File: src/rtl/m68040_bus_ctrl_if.sv
// CPU-side bus pins and slave-channel handshake of the 68040 bus-cycle controller.
// The master modport is the controller's view; the slave modport is the CPU/channel side.
interface m68040_bus_ctrl_if #(
    parameter int NCH = 4
);
    logic              ts_n;
    logic [31:0]       a;
    logic              rw;
    logic [1:0]        siz;
    logic [1:0]        tt;
    logic [31:0]       d_in;
    logic [31:0]       d_out;
    logic              d_oe;
    logic              ta_n;
    logic              tea_n;
    logic              tbi_n;
    logic [NCH-1:0]    ch_req;
    logic [31:0]       ch_addr;
    logic              ch_we;
    logic [1:0]        ch_siz;
    logic [31:0]       ch_wdata;
    logic [NCH*32-1:0] ch_rdata;
    logic [NCH-1:0]    ch_ack;
    logic [NCH-1:0]    ch_err;
    logic              busy;

    modport master (
        input  ts_n, a, rw, siz, tt, d_in, ch_rdata, ch_ack, ch_err,
        output d_out, d_oe, ta_n, tea_n, tbi_n, ch_req, ch_addr, ch_we,
               ch_siz, ch_wdata, busy
    );

    modport slave (
        output ts_n, a, rw, siz, tt, d_in, ch_rdata, ch_ack, ch_err,
        input  d_out, d_oe, ta_n, tea_n, tbi_n, ch_req, ch_addr, ch_we,
               ch_siz, ch_wdata, busy
    );
endinterface

File: src/rtl/m68040_bus_ctrl.sv
// 68040 bus-cycle controller: decodes a[31:28] to one of NCH channels, runs a
// req/ack handshake per beat (up to 4-beat line bursts) and ends with TA or TEA.
module m68040_bus_ctrl #(
    parameter int                NCH         = 4,
    parameter logic [NCH*4-1:0]  REGION_BASE = {4'h8, 4'h3, 4'h2, 4'h0},
    parameter logic [NCH-1:0]    BURST_EN    = 4'b0001,
    parameter int unsigned       TIMEOUT     = 255
) (
    input  logic                 clk,
    input  logic                 rst,
    m68040_bus_ctrl_if.master    bus
);

    localparam int SELW = (NCH > 1) ? $clog2(NCH) : 1;

    typedef enum logic [1:0] {
        S_IDLE,
        S_DECODE,
        S_ACCESS,
        S_ERR
    } state_t;

    state_t           state_q, state_d;
    logic [31:0]      a_q, a_d;
    logic             rw_q, rw_d;
    logic [1:0]       siz_q, siz_d;
    logic [1:0]       tt_q, tt_d;
    logic [SELW-1:0]  sel_q, sel_d;
    logic [2:0]       beats_q, beats_d;
    logic [15:0]      cnt_q, cnt_d;
    logic [31:0]      d_out_q, d_out_d;
    logic             d_oe_q, d_oe_d;
    logic             ta_n_q, ta_n_d;
    logic             tea_n_q, tea_n_d;
    logic             tbi_n_q, tbi_n_d;
    logic [NCH-1:0]   ch_req_q, ch_req_d;
    logic [31:0]      ch_addr_q, ch_addr_d;
    logic             ch_we_q, ch_we_d;
    logic [1:0]       ch_siz_q, ch_siz_d;
    logic [31:0]      ch_wdata_q, ch_wdata_d;

    logic             hit;
    logic [SELW-1:0]  hit_idx;
    logic [NCH-1:0]   hit_oh;
    logic [31:0]      rdata_arr [NCH];

    for (genvar g = 0; g < NCH; g++) begin : g_rdata
        assign rdata_arr[g] = bus.ch_rdata[32*g +: 32];
    end

    // Region decode: the first (lowest-index) matching nibble selects the channel.
    always_comb begin
        hit     = 1'b0;
        hit_idx = '0;
        hit_oh  = '0;
        for (int i = 0; i < NCH; i++) begin
            if (!hit && a_q[31:28] == REGION_BASE[4*i +: 4]) begin
                hit       = 1'b1;
                hit_idx   = SELW'(i);
                hit_oh[i] = 1'b1;
            end
        end
    end

    always_comb begin
        state_d    = state_q;
        a_d        = a_q;
        rw_d       = rw_q;
        siz_d      = siz_q;
        tt_d       = tt_q;
        sel_d      = sel_q;
        beats_d    = beats_q;
        cnt_d      = cnt_q;
        d_out_d    = d_out_q;
        d_oe_d     = d_oe_q;
        ta_n_d     = 1'b1;
        tea_n_d    = 1'b1;
        tbi_n_d    = 1'b1;
        ch_req_d   = ch_req_q;
        ch_addr_d  = ch_addr_q;
        ch_we_d    = ch_we_q;
        ch_siz_d   = ch_siz_q;
        ch_wdata_d = ch_wdata_q;

        case (state_q)
            S_IDLE: begin
                d_oe_d = 1'b0;
                if (!bus.ts_n) begin
                    a_d     = bus.a;
                    rw_d    = bus.rw;
                    siz_d   = bus.siz;
                    tt_d    = bus.tt;
                    state_d = S_DECODE;
                end
            end
            S_DECODE: begin
                ch_wdata_d = bus.d_in;
                if (tt_q == 2'b11) begin
                    d_out_d = 32'hFFFF_FFFF;
                    d_oe_d  = 1'b1;
                    ta_n_d  = 1'b0;
                    state_d = S_IDLE;
                end else if (!hit) begin
                    d_oe_d  = 1'b0;
                    tea_n_d = 1'b0;
                    state_d = S_ERR;
                end else begin
                    sel_d     = hit_idx;
                    ch_req_d  = hit_oh;
                    ch_addr_d = a_q;
                    ch_we_d   = ~rw_q;
                    ch_siz_d  = siz_q;
                    beats_d   = (siz_q == 2'b11 && BURST_EN[hit_idx]) ? 3'd4 : 3'd1;
                    cnt_d     = '0;
                    state_d   = S_ACCESS;
                end
            end
            S_ACCESS: begin
                d_oe_d = 1'b0;
                // Error wins over a simultaneous ack; TA/TEA are registered, one cycle each.
                if (bus.ch_err[sel_q]) begin
                    ch_req_d = '0;
                    tea_n_d  = 1'b0;
                    state_d  = S_ERR;
                end else if (bus.ch_ack[sel_q]) begin
                    ta_n_d = 1'b0;
                    if (rw_q) begin
                        d_out_d = rdata_arr[sel_q];
                        d_oe_d  = 1'b1;
                    end
                    if (siz_q == 2'b11 && !BURST_EN[sel_q]) begin
                        tbi_n_d = 1'b0;
                    end
                    if (beats_q > 3'd1) begin
                        beats_d        = beats_q - 3'd1;
                        ch_addr_d[3:2] = ch_addr_q[3:2] + 2'd1;
                        ch_wdata_d     = bus.d_in;
                    end else begin
                        ch_req_d = '0;
                        state_d  = S_IDLE;
                    end
                end else if (cnt_q == 16'(TIMEOUT)) begin
                    ch_req_d = '0;
                    tea_n_d  = 1'b0;
                    state_d  = S_ERR;
                end else begin
                    cnt_d = cnt_q + 16'd1;
                end
            end
            S_ERR: begin
                d_oe_d  = 1'b0;
                state_d = S_IDLE;
            end
            default: state_d = S_IDLE;
        endcase
    end

    always_ff @(posedge clk) begin
        if (rst) begin
            state_q    <= S_IDLE;
            a_q        <= '0;
            rw_q       <= 1'b0;
            siz_q      <= '0;
            tt_q       <= '0;
            sel_q      <= '0;
            beats_q    <= '0;
            cnt_q      <= '0;
            d_out_q    <= '0;
            d_oe_q     <= 1'b0;
            ta_n_q     <= 1'b1;
            tea_n_q    <= 1'b1;
            tbi_n_q    <= 1'b1;
            ch_req_q   <= '0;
            ch_addr_q  <= '0;
            ch_we_q    <= 1'b0;
            ch_siz_q   <= '0;
            ch_wdata_q <= '0;
        end else begin
            state_q    <= state_d;
            a_q        <= a_d;
            rw_q       <= rw_d;
            siz_q      <= siz_d;
            tt_q       <= tt_d;
            sel_q      <= sel_d;
            beats_q    <= beats_d;
            cnt_q      <= cnt_d;
            d_out_q    <= d_out_d;
            d_oe_q     <= d_oe_d;
            ta_n_q     <= ta_n_d;
            tea_n_q    <= tea_n_d;
            tbi_n_q    <= tbi_n_d;
            ch_req_q   <= ch_req_d;
            ch_addr_q  <= ch_addr_d;
            ch_we_q    <= ch_we_d;
            ch_siz_q   <= ch_siz_d;
            ch_wdata_q <= ch_wdata_d;
        end
    end

    assign bus.d_out    = d_out_q;
    assign bus.d_oe     = d_oe_q;
    assign bus.ta_n     = ta_n_q;
    assign bus.tea_n    = tea_n_q;
    assign bus.tbi_n    = tbi_n_q;
    assign bus.ch_req   = ch_req_q;
    assign bus.ch_addr  = ch_addr_q;
    assign bus.ch_we    = ch_we_q;
    assign bus.ch_siz   = ch_siz_q;
    assign bus.ch_wdata = ch_wdata_q;
    assign bus.busy     = (state_q != S_IDLE);

endmodule
File: src/flat_wrapper.sv
// flat-port wrapper written by rule: the top's interface ports become plain ports
module m68040_bus_ctrl_flat 
#(
    parameter int                NCH         = 4,
    parameter logic [NCH*4-1:0]  REGION_BASE = {4'h8, 4'h3, 4'h2, 4'h0},
    parameter logic [NCH-1:0]    BURST_EN    = 4'b0001,
    parameter int unsigned       TIMEOUT     = 255
)
  (clk, rst, bus_ts_n, bus_a, bus_rw, bus_siz, bus_tt, bus_d_in, bus_ch_rdata, bus_ch_ack, bus_ch_err, bus_d_out, bus_d_oe, bus_ta_n, bus_tea_n, bus_tbi_n, bus_ch_req, bus_ch_addr, bus_ch_we, bus_ch_siz, bus_ch_wdata, bus_busy);
  m68040_bus_ctrl_if #(.NCH(NCH)) bus_i ();
  input  logic clk;
  input  logic rst;
  input wire logic [$bits(bus_i.ts_n)-1:0] bus_ts_n;
  input wire logic [$bits(bus_i.a)-1:0] bus_a;
  input wire logic [$bits(bus_i.rw)-1:0] bus_rw;
  input wire logic [$bits(bus_i.siz)-1:0] bus_siz;
  input wire logic [$bits(bus_i.tt)-1:0] bus_tt;
  input wire logic [$bits(bus_i.d_in)-1:0] bus_d_in;
  input wire logic [$bits(bus_i.ch_rdata)-1:0] bus_ch_rdata;
  input wire logic [$bits(bus_i.ch_ack)-1:0] bus_ch_ack;
  input wire logic [$bits(bus_i.ch_err)-1:0] bus_ch_err;
  output wire logic [$bits(bus_i.d_out)-1:0] bus_d_out;
  output wire logic [$bits(bus_i.d_oe)-1:0] bus_d_oe;
  output wire logic [$bits(bus_i.ta_n)-1:0] bus_ta_n;
  output wire logic [$bits(bus_i.tea_n)-1:0] bus_tea_n;
  output wire logic [$bits(bus_i.tbi_n)-1:0] bus_tbi_n;
  output wire logic [$bits(bus_i.ch_req)-1:0] bus_ch_req;
  output wire logic [$bits(bus_i.ch_addr)-1:0] bus_ch_addr;
  output wire logic [$bits(bus_i.ch_we)-1:0] bus_ch_we;
  output wire logic [$bits(bus_i.ch_siz)-1:0] bus_ch_siz;
  output wire logic [$bits(bus_i.ch_wdata)-1:0] bus_ch_wdata;
  output wire logic [$bits(bus_i.busy)-1:0] bus_busy;
  assign bus_i.ts_n = bus_ts_n;
  assign bus_i.a = bus_a;
  assign bus_i.rw = bus_rw;
  assign bus_i.siz = bus_siz;
  assign bus_i.tt = bus_tt;
  assign bus_i.d_in = bus_d_in;
  assign bus_i.ch_rdata = bus_ch_rdata;
  assign bus_i.ch_ack = bus_ch_ack;
  assign bus_i.ch_err = bus_ch_err;
  assign bus_d_out = bus_i.d_out;
  assign bus_d_oe = bus_i.d_oe;
  assign bus_ta_n = bus_i.ta_n;
  assign bus_tea_n = bus_i.tea_n;
  assign bus_tbi_n = bus_i.tbi_n;
  assign bus_ch_req = bus_i.ch_req;
  assign bus_ch_addr = bus_i.ch_addr;
  assign bus_ch_we = bus_i.ch_we;
  assign bus_ch_siz = bus_i.ch_siz;
  assign bus_ch_wdata = bus_i.ch_wdata;
  assign bus_busy = bus_i.busy;
  m68040_bus_ctrl #(.NCH(NCH), .REGION_BASE(REGION_BASE), .BURST_EN(BURST_EN), .TIMEOUT(TIMEOUT)) u_core (.clk(clk), .rst(rst), .bus(bus_i));
endmodule
File: config.mk
export PLATFORM = sky130hd
export DESIGN_NAME = m68040_bus_ctrl_flat
export DESIGN_NICKNAME = d
export VERILOG_FILES = /design/src/rtl/m68040_bus_ctrl_if.sv /design/src/rtl/m68040_bus_ctrl.sv /design/src/flat_wrapper.sv
export SDC_FILE = /design/constraint.sdc
export NUM_CORES = 1
export LEC_CHECK = 0
export CORE_MARGIN = 2
export CORE_UTILIZATION = 47
export DETAILED_ROUTE_END_ITERATION = 12
export MAX_ROUTING_LAYER = met4
export PLACE_DENSITY = 0.95
export SETUP_SLACK_MARGIN = 0.4
export SYNTH_ARGS = -nofsm -noshare
export SYNTH_HDL_FRONTEND = slang
export SYNTH_SLANG_ARGS = --single-unit
export TNS_END_PERCENT = 30
File: constraint.sdc
create_clock -name clk -period 7.1 [get_ports clk]
set_clock_uncertainty 0.05 [all_clocks]
set_input_delay 1.42 -clock clk [delete_from_list [all_inputs] [get_ports clk]]
set_output_delay 1.42 -clock clk [all_outputs]
set_load 0.02 [all_outputs]
==> results.md <==
Run status:
- The run finished with clean final reports.

Run:
- The max capacitance violation total is 0.

Synthesis:
- The most used flip-flop cell after synthesis is dfxtp_1.
- The synthesized netlist contains 62 unique library cells.
- The mapped netlist covers 7769 µm².
- Synthesis produced a netlist with a net count of 1022.
- The post-synthesis async set-or-reset flop share is 0.
- After technology mapping, the gate count stands at 807.
- The share of the Yosys chip area taken by registers is 0.4303.
- The number of warning messages in the yosys log is 0.
- After synthesis the netlist holds a flip-flop and latch count of 167.
- The number of enable-type register cells in the synthesized netlist is 0.
- Each instance of the synthesized netlist takes up on average 9.627 µm².

STA:
- The number of endpoints with negative hold slack in the final report is 0.
- The final period demand of the worst path is 3.496 ns.
- Summed over all failing endpoints, the final setup total negative slack is 0 ns.
- The maximum frequency from static timing analysis is 286.0 MHz.
- The count of final setup violators is 0.
- The worst setup margin is 3.604 ns.
- The slew at the pin with the worst max-slew slack is 0.9727 ns.
- The share of the cycle needed by the critical path after routing is 0.4924.
- The number of max-slew violations in the final report is 0.
- Setup repair after global routing left no endpoint under its margin.
- Measured against its own limit, the worst slew margin works out to 0.3516.

Worst hold path:
- For hold timing, the worst endpoint is u_core.beats_q[0].
- The path class of the tightest hold or removal check is register to register.
- The depth of the worst hold-timing path is 1.
- The startpoint identified for the worst hold timing path is u_core.beats_q[0].

GRT:
- The first global-routing pass estimated 38.68 mm of wire.
- The largest net degree at the start of global routing is 80.
- The number of antenna violations at the first check in global routing was 0.
- The number of global-route vias before repair is 7298.
- The final global-route overflow total is 0.
- For this run, the total global-route usage over all layers was measured as 0.2873.

Worst setup path:
- The slack of the worst reg-to-reg path is 4.03 ns.
- In this run the critical register-to-register path is captured at u_core.bus.d_out[20].
- The worst setup path is of the primary input to register kind.
- STA classifies the critical path endpoint as a register.
- The worst setup path is launched from a primary input.
- In this run the worst path has a maximum fanout of 64.
- The launch instance of the worst register-to-register path is u_core.sel_q[0].
- The arrival time of data at the critical path endpoint is 3.78 ns.
- At the worst endpoint, the required time is 7.38 ns.
- The worst register-to-register path has a depth of 7.

Finish:
- After filler insertion, the fill cell instance count of the layout stands at 1187.
- The count of non-filler cells in the finished layout is 1325.
- For this run, the post-layout net count is 1307.
- The number of antenna diodes in the final layout is 0.
- The area growth from synthesis to layout is 48.69%.
- The area occupied by registers is 3346 µm².
- In the final layout, the share of cells above drive strength 1 is 0.1140.
- Leaving out fill and tap cells, the most frequent cells in the layout are clkdlybuf4s50_1, dfxtp_1, nor2_1, nand2_1, mux2i_1.
- The leading cell type in the layout, fill and taps excluded is clkdlybuf4s50_1.
- The multi-input combinational cells in the finished layout cover a total of 4096 µm².

Power:
- Dividing total power by cell area gives a power density of 241.5 nW/µm².
- The cell leakage power is 4.396 nW.
- The largest voltage drop on the vdd net is 206.7 µV.
- The overall power after layout is 2.789 mW.

Placed design:
- The port buffer count is 315.
- The placed cell count is 1293.
- The placer's final routability congestion estimate is 0.9021.
- At the placement stage, the worst setup path has a slack of 3.219 ns.
- The final HPWL from detailed placement is 18.62 mm.

Die:
- The die is 132.6 µm tall.
- The initial standard-cell utilization of the core is 0.4752.
- The top-level port count is 316.
- The number of placement rows is 47.
- The floorplan step set the die width to 132.6 µm.
- The area inside the core boundary is 16350 µm².
- The total die area is 17570 µm².

Clocking:
- The maximum count of clock buffers along a single path is 2.
- Buffers inserted to repair hold after CTS numbered 0.
- The number of clock buffers added by TritonCTS is 17.
- Post-CTS timing repair inserted 0 buffers for setup.
- Once the clock tree was built, the resizer swapped 0 gates to a different size.
- The H-tree depth is 4.
- The sink count of the clock tree is 167.
- The TritonCTS clock tree is yes.
- In this run the clock root is driven by a clkbuf_16.
- The later pin in the worst-skew pair is clocked with a latency of 0.42 ns.
- Clock-pin slew was measured on the worst setup and hold paths at 0.06 ns.

Detailed routing:
- After detailed routing, the average wire length per cell comes to 18.93 µm.
- After detailed routing, the number of remaining DRC violations is 0.
- In the routed layout, each cell is associated on average with a via count of 5.536.
- The count of nets left with antenna violations once routing finished came out at 0.
- The number of violations reported at the end of detailed-routing iteration 0 is 569.
- The length of the first detailed-routing pass in iterations is 5.
- The overall via count from detail_route is 7335.
- The total wire length is 25.08 mm.
==> cells by family (layout without fill, tap and decap cells) <==
logic type                 after synthesis  in the layout  synth area share
buffers and inverters                   66            364           0.04268
and+or+nand+nor                        316            316            0.1807
xor gates and xnor gates                 1              1          0.001128
DFF                                    167            167            0.4303
adders and majority gates                7              7           0.01127
muxes                                  106            106            0.1936
AOI/OAI and AO/OA                      144            144            0.1403
==> synth_stat cells, types with 7 or more instances <==
cell type / number / share of area
o21ai_0: 15 / 0.0097
a21oi_1: 53 / 0.034
nor2_1: 151 / 0.073
inv_1: 7 / 0.0034
buf_6: 7 / 0.010
buf_2: 7 / 0.0045
a211oi_1: 11 / 0.011
mux4_2: 34 / 0.099
dfxtp_1: 167 / 0.43
ha_1: 7 / 0.011
a211oi_2: 28 / 0.045
nand2_1: 105 / 0.051
nand3_1: 8 / 0.0052
clkbuf_1: 37 / 0.018
a31oi_1: 9 / 0.0072
mux2i_1: 67 / 0.086
and3_1: 7 / 0.0056
==> critical path, cell delays in order <==
cell and delay (ns):
clkdlybuf4s50_1 0.43, mux4_2 0.49, nand2b_4 0.18, a211oi_4 0.22, buf_4 0.63, nor2_1 0.14
a211oi_2 0.23
==> report_power, final <==
part / leakage [nW] / total, mW / internal (mW) / switching [mW]
combinational: 2.75 / 0.795 / 0.391 / 0.403
clock: 0.280 / 0.907 / 0.498 / 0.408
sequential: 1.37 / 1.09 / 1.03 / 0.0590
total: 4.40 / 2.79 / 1.92 / 0.871
==> metrics by stage <==
| stage | utilization | instance area [µm²] | hold slack, ns |
|---|---|---|---|
| 2_1_floorplan | - | 7769 | 0.3715 |
| 3_3_place_gp | 0.6707 | 10970 | 0.3855 |
| 3_5_place_dp | 0.6707 | 10970 | 0.3896 |
| 4_1_cts | 0.7066 | 11550 | 0.3986 |
| 5_1_grt | 0.7066 | 11550 | 0.4167 |
| 6_report | 0.7066 | 11550 | 0.4011 |
==> registers in the layout, summed over array words and instances, names as in the netlist <==
signal / count
u_core.a_q: 32
u_core.tt_q: 2
u_core.bus.d_oe: 1
u_core.state_q: 2
u_core.bus.ch_wdata: 32
u_core.bus.ta_n: 1
u_core.cnt_q: 16
u_core.bus.tea_n: 1
u_core.beats_q: 3
u_core.bus.ch_req: 4
u_core.bus.ch_we: 1
u_core.bus.ch_addr: 32
u_core.siz_q: 2
u_core.rw_q: 1
u_core.bus.ch_siz: 2
u_core.bus.d_out: 32
u_core.sel_q: 2
u_core.bus.tbi_n: 1
==> cell type report <==
class	instances	area share
tap	220	0.02383
multi-input combinational	574	0.3546
timing repair buffer	323	0.2783
inverter	9	0.002925
clock buffer	17	0.03683
clock inverter	15	0.01386
sequential	167	0.2896
==> how the worst max path moves through the flow <==
| stage | from | endpoint | slack [ns] | cells after the start |
|---|---|---|---|---|
| CTS | bus_ch_err[2] | u_core.bus.d_out[20] | 3.64 | 7 |
| floorplan | bus_ch_err[3] | u_core.bus.d_out[11] | 4.12 | 5 |
| global placement | bus_ch_err[3] | u_core.bus.d_out[7] | 3.31 | 7 |
| global route | bus_ch_err[1] | u_core.bus.d_out[20] | 3.51 | 7 |
| detailed placement | bus_ch_err[3] | u_core.bus.d_out[20] | 3.22 | 7 |
| finish | bus_ch_err[3] | u_core.bus.d_out[20] | 3.60 | 7 |
==> per-layer routing <==
metal | wire length (µm) | up-vias | global-route usage
met1 | 9367 | 3512 | 0.3167
li1 | - | 3434 | -
met4 | 1019 | 0 | 0.1225
met2 | 12590 | 333 | 0.4862
met5 | 0 | - | -
met3 | 2108 | 56 | 0.08199
(Power assumes the default switching activity.)
